$ cat src/rtl/pipe_mem_arbiter.sv
// Arbitrates one variable-latency memory port between instruction fetch (IF)
// and the MEM-stage load/store unit (D). Data wins ties, except that IF is
// granted after MAX_DATA_STREAK consecutive D grants that kept IF waiting.
// A transaction with no mem_ack for TIMEOUT busy cycles is aborted with err.
//
// Ports:
//   clk, reset (async, active low)
//   if_req/if_addr        -> if_ack/if_rdata       fetch side
//   d_req/d_we/d_addr/d_wdata/d_size -> d_ack/d_rdata  data side
//   err                   valid with an ack pulse; 1 = timed out
//   stall_if, stall_mem   combinational pipeline stalls
//   mem_req/we/addr/wdata/size (registered) and mem_ack/mem_rdata: shared port
module pipe_mem_arbiter #(
  parameter int unsigned MAX_DATA_STREAK = 4,
  parameter int unsigned TIMEOUT         = 16
) (
  input  logic        clk,
  input  logic        reset,
  input  logic        if_req,
  input  logic [63:0] if_addr,
  output logic        if_ack,
  output logic [31:0] if_rdata,
  input  logic        d_req,
  input  logic        d_we,
  input  logic [63:0] d_addr,
  input  logic [63:0] d_wdata,
  input  logic [3:0]  d_size,
  output logic        d_ack,
  output logic [63:0] d_rdata,
  output logic        err,
  output logic        stall_if,
  output logic        stall_mem,
  output logic        mem_req,
  output logic        mem_we,
  output logic [63:0] mem_addr,
  output logic [63:0] mem_wdata,
  output logic [3:0]  mem_size,
  input  logic        mem_ack,
  input  logic [63:0] mem_rdata
);

  localparam int unsigned SW = $clog2(MAX_DATA_STREAK + 1);
  localparam int unsigned TW = $clog2(TIMEOUT + 1);

  typedef enum logic [1:0] {IDLE, BUSY_IF, BUSY_D, RESP} state_t;

  state_t        state, state_nx;
  logic [SW-1:0] streak, streak_nx;
  logic [TW-1:0] tcnt, tcnt_nx;
  logic          mem_req_nx, mem_we_nx, if_ack_nx, d_ack_nx, err_nx;
  logic [63:0]   mem_addr_nx, mem_wdata_nx, d_rdata_nx;
  logic [3:0]    mem_size_nx;
  logic [31:0]   if_rdata_nx;
  logic          grant_d;

  // Stalls are qualified by reset so they read 0 while reset is held.
  assign stall_if  = reset & if_req & ~if_ack;
  assign stall_mem = reset & d_req & ~d_ack;

  // D wins unless IF is waiting and the data streak has hit its limit.
  assign grant_d = d_req & ~(if_req & (streak == SW'(MAX_DATA_STREAK)));

  // Next-state and next-output logic.
  always_comb begin
    state_nx     = state;
    streak_nx    = streak;
    tcnt_nx      = tcnt;
    mem_req_nx   = mem_req;
    mem_we_nx    = mem_we;
    mem_addr_nx  = mem_addr;
    mem_wdata_nx = mem_wdata;
    mem_size_nx  = mem_size;
    if_rdata_nx  = if_rdata;
    d_rdata_nx   = d_rdata;
    if_ack_nx    = 1'b0;
    d_ack_nx     = 1'b0;
    err_nx       = 1'b0;

    unique case (state)
      IDLE: begin
        tcnt_nx = '0;
        if (grant_d) begin
          state_nx     = BUSY_D;
          mem_req_nx   = 1'b1;
          mem_we_nx    = d_we;
          mem_addr_nx  = d_addr;
          mem_wdata_nx = d_wdata;
          mem_size_nx  = d_size;
          if (!if_req)
            streak_nx = '0;
          else if (streak != SW'(MAX_DATA_STREAK))
            streak_nx = streak + SW'(1);
        end else if (if_req) begin
          state_nx     = BUSY_IF;
          mem_req_nx   = 1'b1;
          mem_we_nx    = 1'b0;
          mem_addr_nx  = if_addr;
          mem_wdata_nx = '0;
          mem_size_nx  = 4'd4;
          streak_nx    = '0;
        end
      end

      BUSY_IF, BUSY_D: begin
        if (mem_ack || tcnt == TW'(TIMEOUT - 1)) begin
          // Completion or abort: both end in RESP with a one-cycle ack.
          state_nx   = RESP;
          mem_req_nx = 1'b0;
          err_nx     = ~mem_ack;
          if (state == BUSY_IF) begin
            if_ack_nx   = 1'b1;
            if_rdata_nx = mem_ack ? mem_rdata[31:0] : 32'd0;
          end else begin
            d_ack_nx   = 1'b1;
            d_rdata_nx = mem_ack ? mem_rdata : 64'd0;
          end
        end else begin
          tcnt_nx = tcnt + TW'(1);
        end
      end

      RESP: state_nx = IDLE;
    endcase
  end

  // State and registered outputs.
  always_ff @(posedge clk or negedge reset) begin
    if (!reset) begin
      state     <= IDLE;
      streak    <= '0;
      tcnt      <= '0;
      mem_req   <= 1'b0;
      mem_we    <= 1'b0;
      mem_addr  <= '0;
      mem_wdata <= '0;
      mem_size  <= '0;
      if_ack    <= 1'b0;
      d_ack     <= 1'b0;
      if_rdata  <= '0;
      d_rdata   <= '0;
      err       <= 1'b0;
    end else begin
      state     <= state_nx;
      streak    <= streak_nx;
      tcnt      <= tcnt_nx;
      mem_req   <= mem_req_nx;
      mem_we    <= mem_we_nx;
      mem_addr  <= mem_addr_nx;
      mem_wdata <= mem_wdata_nx;
      mem_size  <= mem_size_nx;
      if_ack    <= if_ack_nx;
      d_ack     <= d_ack_nx;
      if_rdata  <= if_rdata_nx;
      d_rdata   <= d_rdata_nx;
      err       <= err_nx;
    end
  end

endmodule
$ cat config.mk
export PLATFORM = sky130hd
export DESIGN_NAME = pipe_mem_arbiter
export DESIGN_NICKNAME = d
export VERILOG_FILES = /design/src/rtl/pipe_mem_arbiter.sv
export SDC_FILE = /design/constraint.sdc
export NUM_CORES = 1
export LEC_CHECK = 0
export ABC_AREA = 1
export BUFFER_PORTS_ARGS = -buffer_cell sky130_fd_sc_hd__buf_2
export CAP_MARGIN = 40
export CELL_PAD_IN_SITES_DETAIL_PLACEMENT = 0
export CELL_PAD_IN_SITES_GLOBAL_PLACEMENT = 1
export CORE_AREA = 2 2 197 199
export CTS_CLUSTER_SIZE = 8
export DETAILED_ROUTE_END_ITERATION = 16
export DIE_AREA = 0 0 199 201
export PLACE_DENSITY_LB_ADDON = 0.1
export SYNTH_ARGS = -nofsm -noshare
export SYNTH_HDL_FRONTEND = slang
export SYNTH_SLANG_ARGS = --single-unit
$ cat constraint.sdc
create_clock -name clk -period 2.7 [get_ports clk]
set_input_delay 0.27 -clock clk [delete_from_list [all_inputs] [get_ports clk]]
set_output_delay 0.27 -clock clk [all_outputs]
set_load 0.01 [all_outputs]
# Yosys cells after proc, flatten, opt, wreduce, memory -nomap -nowiden
# Cells that the tools add are included.
[totals]
regBits = 243
in_bits = 266
word_cells = 80
output_inout_bits = 235
[classes]
muxes = 32
reduce_logical = 12
addsub = 2
bitwise_logic = 11
eq_ne = 10
[ops]
columns = ["cell", "count"]
rows = [
  ["$mux 64", 5],
  ["$mux 32", 1],
  ["$mux 1", 13],
  ["$mux 3", 4],
  ["$reduce_and 3->1", 4],
  ["$pmux 5 s2", 1],
  ["$mux 4", 2],
  ["$and 1x1->1", 6],
  ["$mux 2", 3],
  ["$ne 3x3->1 const B", 2],
  ["$pmux 2 s3", 1],
  ["$reduce_and 2->1", 3],
  ["$add 5x1->5 const B", 1],
  ["$eq 5x4->1 const B", 1],
  ["$mux 5", 1],
  ["$not 1->1", 5],
  ["$eq 2x2->1 const B", 2],
  ["$ne 2x2->1 const B", 2],
  ["$reduce_bool 2->1", 2],
  ["$add 3x1->3 const B", 1],
  ["$eq 3x3->1 const B", 1],
  ["$ne 3x2->1 const B", 1],
  ["$eq 2x1->1 const B", 1],
  ["$logic_not 2->1", 1],
  ["other kinds (3)", 3],
]

# Longest topological paths before layout
[depth]
depth_word = 6
ltp_mapped = 11
depth_no_buf = 10

# Worst setup path before layout
# OpenSTA, ideal clock, no wires.
[synth_timing]
path_kind = "register to register"
startpoint = "register tcnt[0]"
endpoint = "register d_rdata[10]"
path_stages_with_launch = 12
path_buffers = 2
path_slack_ns = 1.008
setup_ns = 0.083
arrival_time_ns = 1.609
required_time_ns = 2.617
period_less_slack_ns = 1.692
path_cell_list = "dfrtp_1 -> ha_1 -> nand2_1 -> nor2_1 -> ha_1 -> nor2_1 -> nor2_1 -> nand2_1 -> buf_2 -> buf_6 -> nand2_1 -> o21ai_0"
[synth_between]
elab_chain_cells = 3
[synth_rtl]
columns = ["item", "line_no", "rtl"]
rows = [
  ["start, declared", "49", "logic [TW-1:0] tcnt, tcnt_nx;"],
  ["start signal, assigned", "145", "tcnt <= tcnt_nx;"],
  ["$eq 5x4->1", "105", "if (mem_ack || tcnt == TW'(TIMEOUT - 1)) begin"],
  ["$logic_or 1x1->1", "105", ""],
  ["$reduce_and 3->1 (no source line)", "n/a", ""],
  ["end signal, assigned", "154", "d_rdata <= d_rdata_nx;"],
  ["end, declared", "29", "output logic [63:0] d_rdata,"],
]
# No other way between the ends.
# A chain may end at the register's enable or synchronous reset.

# Worst setup path in the final report
[layout_timing]
startpoint = "register tcnt[0]"
endpoint = "register d_rdata[49]"
# Same word-level chain as after synthesis.

==> impl_summary.txt <==
----------------------------------------------------
[Routing]
  Detailed-route wire length per cell ... 16.52 um
  Avg Vias per Cell ... 4.408
  DRC errors left ... 0
  Initial detailed-routing violation count ... 438
  Total vias in the final route ... 10.48k
  First drt pass iteration count ... 4
  Remaining antenna violation count ... 0
  Post-detailed-routing wire length ... 39280 um

[Pwr]
  Static power due to leakage ... 8.787 nW
  Total power per unit cell area ... 1009 mW/mm^2
  Combinational power share ... 0.383
  Int Power ... 9.871 mW
  Clock power share ... 0.254
  Maximum vdd drop ... 0.4654 mV
  Sw power ... 6.102 mW
  Portion of total power attributed to sequential cells ... 0.363
  Total Power Consumption ... 15.97 mW
  Switching Share ... 0.3820

[STA]
  Finish-stage setup viols ... 0
  Final clock skew ... 17.24 ps
  Minimum hold slack ... 30.00 ps
  Total Neg Setup Slack ... 0 ps
  Tcrit/Tclk final ... 0.7643
  Hold Violations, Final ... 0
  Final Slew Violations ... 0
  Worst-Margin Slew ... 834.3 ps
  Fmax ... 484.6 MHz
  Slew margin rel. ... 0.4438
  Setup repair after global routing missed its margin ... no
  Min Clock Period, post-route ... 2064 ps
  Worst Slack Setup Final ... 636.3 ps

[Yosys]
  Combined area of all synthesized cells ... 0.01062 mm^2
  Total number of yosys warnings ... 0
  Count of unique library cells instantiated by Yosys ... 22
  Count of state elements after synthesis ... 243
  Top post-synthesis cells by area ... sky130_fd_sc_hd__dfrtp_1, sky130_fd_sc_hd__nand2_1, sky130_fd_sc_hd__nand3_1, sky130_fd_sc_hd__nand3b_1, sky130_fd_sc_hd__o21ai_1
  Area leader, netlist ... sky130_fd_sc_hd__dfrtp_1
  Synthesized instance count ... 1257
  Sequential fraction of the synthesis area ... 0.5724
  Synthesized area per cell ... 8.451 um^2
  Net Count, Synth ... 1529
  Portion of synthesized cell area occupied by the leading cell type ... 0.5724

[Global routing]
  Wire length of the first global-routing pass ... 60660 um
  Global router's overall resource usage ... 0.1946
  Pin count of the biggest net entering global routing ... 138
  Initial antenna violation count ... 12
  Vias in the first global route ... 10.51k
  Overall overflow remaining after global route ... 0

[Run]
  Max-cap violations ... 0

[Place]
  Routability cong. ... 0.7869
  Estimated wirelength of the detail-placed design ... 26590 um
  IO buf count ... 500
  Post-placement setup slack ... 635.8 ps

[Final layout]
  Final layout net count ... 2120
  Leading cell types in the layout, fill and taps excluded ... sky130_fd_sc_hd__nand2_1, sky130_fd_sc_hd__buf_2, sky130_fd_sc_hd__dfrtp_1
  Fraction of layout cells with a size suffix above 1 ... 0.3070
  Most frequent standard cell in the layout excluding fill and tap cells ... sky130_fd_sc_hd__nand2_1
  Area growth syn-to-layout ... 49.00%
  Util after Layout ... 0.4154

[Status]
  Run status ... complete, no violations

[Worst setup path]
  Setup crit start kind ... register
  Critical Path AT ... 2510 ps
  Category of the critical setup timing path ... register to register
  Endpoint required time on the critical path ... 3150 ps
  Largest driver fanout on the critical path ... 50
  Kind of capture point of the worst setup path ... register
  Reg2reg setup slack ... 640 ps

[Clocking]
  Clock transition time at the flip-flop clock pins of the worst setup and hold paths ... 50 ps
  TritonCTS buffer count ... 36
  Postcts setup bufs ... 0
  Root Buffer Master ... sky130_fd_sc_hd__clkbuf_16
  Number of buffers on the longest clock path ... 3
  Clock tree from TritonCTS ... yes
  Hold-fix buffers at CTS ... 120
  Maximum level of the CTS H-tree ... 2
  Post-CTS sizing ... 0
  Clk_lat worst skew ... 530 ps
  Count of clock tree sinks ... 243

[Floorplan]
  Die width ... 199 um
  Std-Cell Core Area ... 0.03811 mm^2
  Row Count ... 72
  Top-level port count ... 501
  Die area ... 0.04000 mm^2
  Die boundary height ... 201 um
  Effective utilization at floorplan ... 0.2788

[Hold path]
  Worst hold-check path type ... primary input to register

----------------------------------------------------
[power by group through the flow]
stage / registers, mW / clock network, mW / logic (mW)
global placement: 5.81 / 0 / 6.06
CTS: 5.80 / 4.23 / 6.27
floorplan: 6.46 / 0 / 2.73
global route: 5.98 / 4.38 / 6.86
finish: 5.79 / 4.06 / 6.12
detailed placement: 5.83 / 0 / 6.11
[cell type report]
cell class / instances / area [um^2]
fill: 4035 / 22280
sequential: 243 / 6081
timing repair buffer: 638 / 3961
multi-input combinational: 844 / 3816
clock buffer: 38 / 950.9
tap: 518 / 648.1
inverter: 85 / 321.6
antenna: 10 / 25.02
clock inverter: 2 / 23.77
[registers in the layout, indices dropped and copies added, names as in the netlist]
signal,flops
mem_req,1
mem_we,1
mem_addr,64
d_rdata,64
mem_wdata,64
err,1
if_rdata,32
streak,3
state,2
tcnt,5
d_ack,1
if_ack,1
mem_size,4
[layer usage]
metal | vias up | wire [um] | GRT usage
met5 | - | 53 | 0
met4 | 8 | 1172 | 0.07516
met3 | 69 | 2882 | 0.05981
met2 | 312 | 19040 | 0.3254
met1 | 4923 | 16130 | 0.2335
li1 | 5171 | - | -
[cell usage after synthesis (all sizes together)]
cell / count
or2: 2
nand2: 516
buf: 62
nand4: 3
o22ai: 1
dfrtp: 243
inv: 85
o21ai: 105
nand3: 139
nand3b: 64
nor2: 5
o21bai: 1
ha: 6
clkbuf: 23
nor3: 2
[per-stage QoR]
step | instance area, um^2 | instances
after detailed placement | 13630 | 2208
after floorplan | 10620 | 1257
after global placement | 13630 | 2208
after global routing | 15820 | 2376
after CTS | 15800 | 2368
final | 15830 | 2378
[logic make-up (layout without fill, tap and decap cells)]
kind of cell,Yosys count,count (layout),synth area share
buffers and inverters,170,763,0.07044
other,0,10,0
AOI/OAI and AO/OA,107,107,0.05112
DFF,243,243,0.5724
adders and majority gates,6,6,0.007067
and+or+nand+nor,731,731,0.2989
[worst max-delay path: stages, from the launching register on]
cell and delay (ps):
sky130_fd_sc_hd__dfrtp_1 410, sky130_fd_sc_hd__ha_1 220, sky130_fd_sc_hd__nand2_1 80, sky130_fd_sc_hd__nor2_1 40, sky130_fd_sc_hd__ha_1 190, sky130_fd_sc_hd__nor2_1 150, sky130_fd_sc_hd__nor2_1 110, sky130_fd_sc_hd__nand2_4 320
sky130_fd_sc_hd__buf_12 280, sky130_fd_sc_hd__nand2_1 80, sky130_fd_sc_hd__o21ai_1 70
[path summary, 6_finish.rpt]
path | from | endpoint | cells after the start
max reg2reg | tcnt[0] | d_rdata[49] | 10
max | tcnt[0] | d_rdata[49] | 10
max in group asynchronous | reset | mem_addr[33] | 3
min | mem_rdata[1] | d_rdata[1] | 3
min reg2reg | mem_addr[51] | mem_addr[51] | 2
min in group asynchronous | reset | if_rdata[25] | 2
No activity file was read; power rests on OpenSTA's default activity.
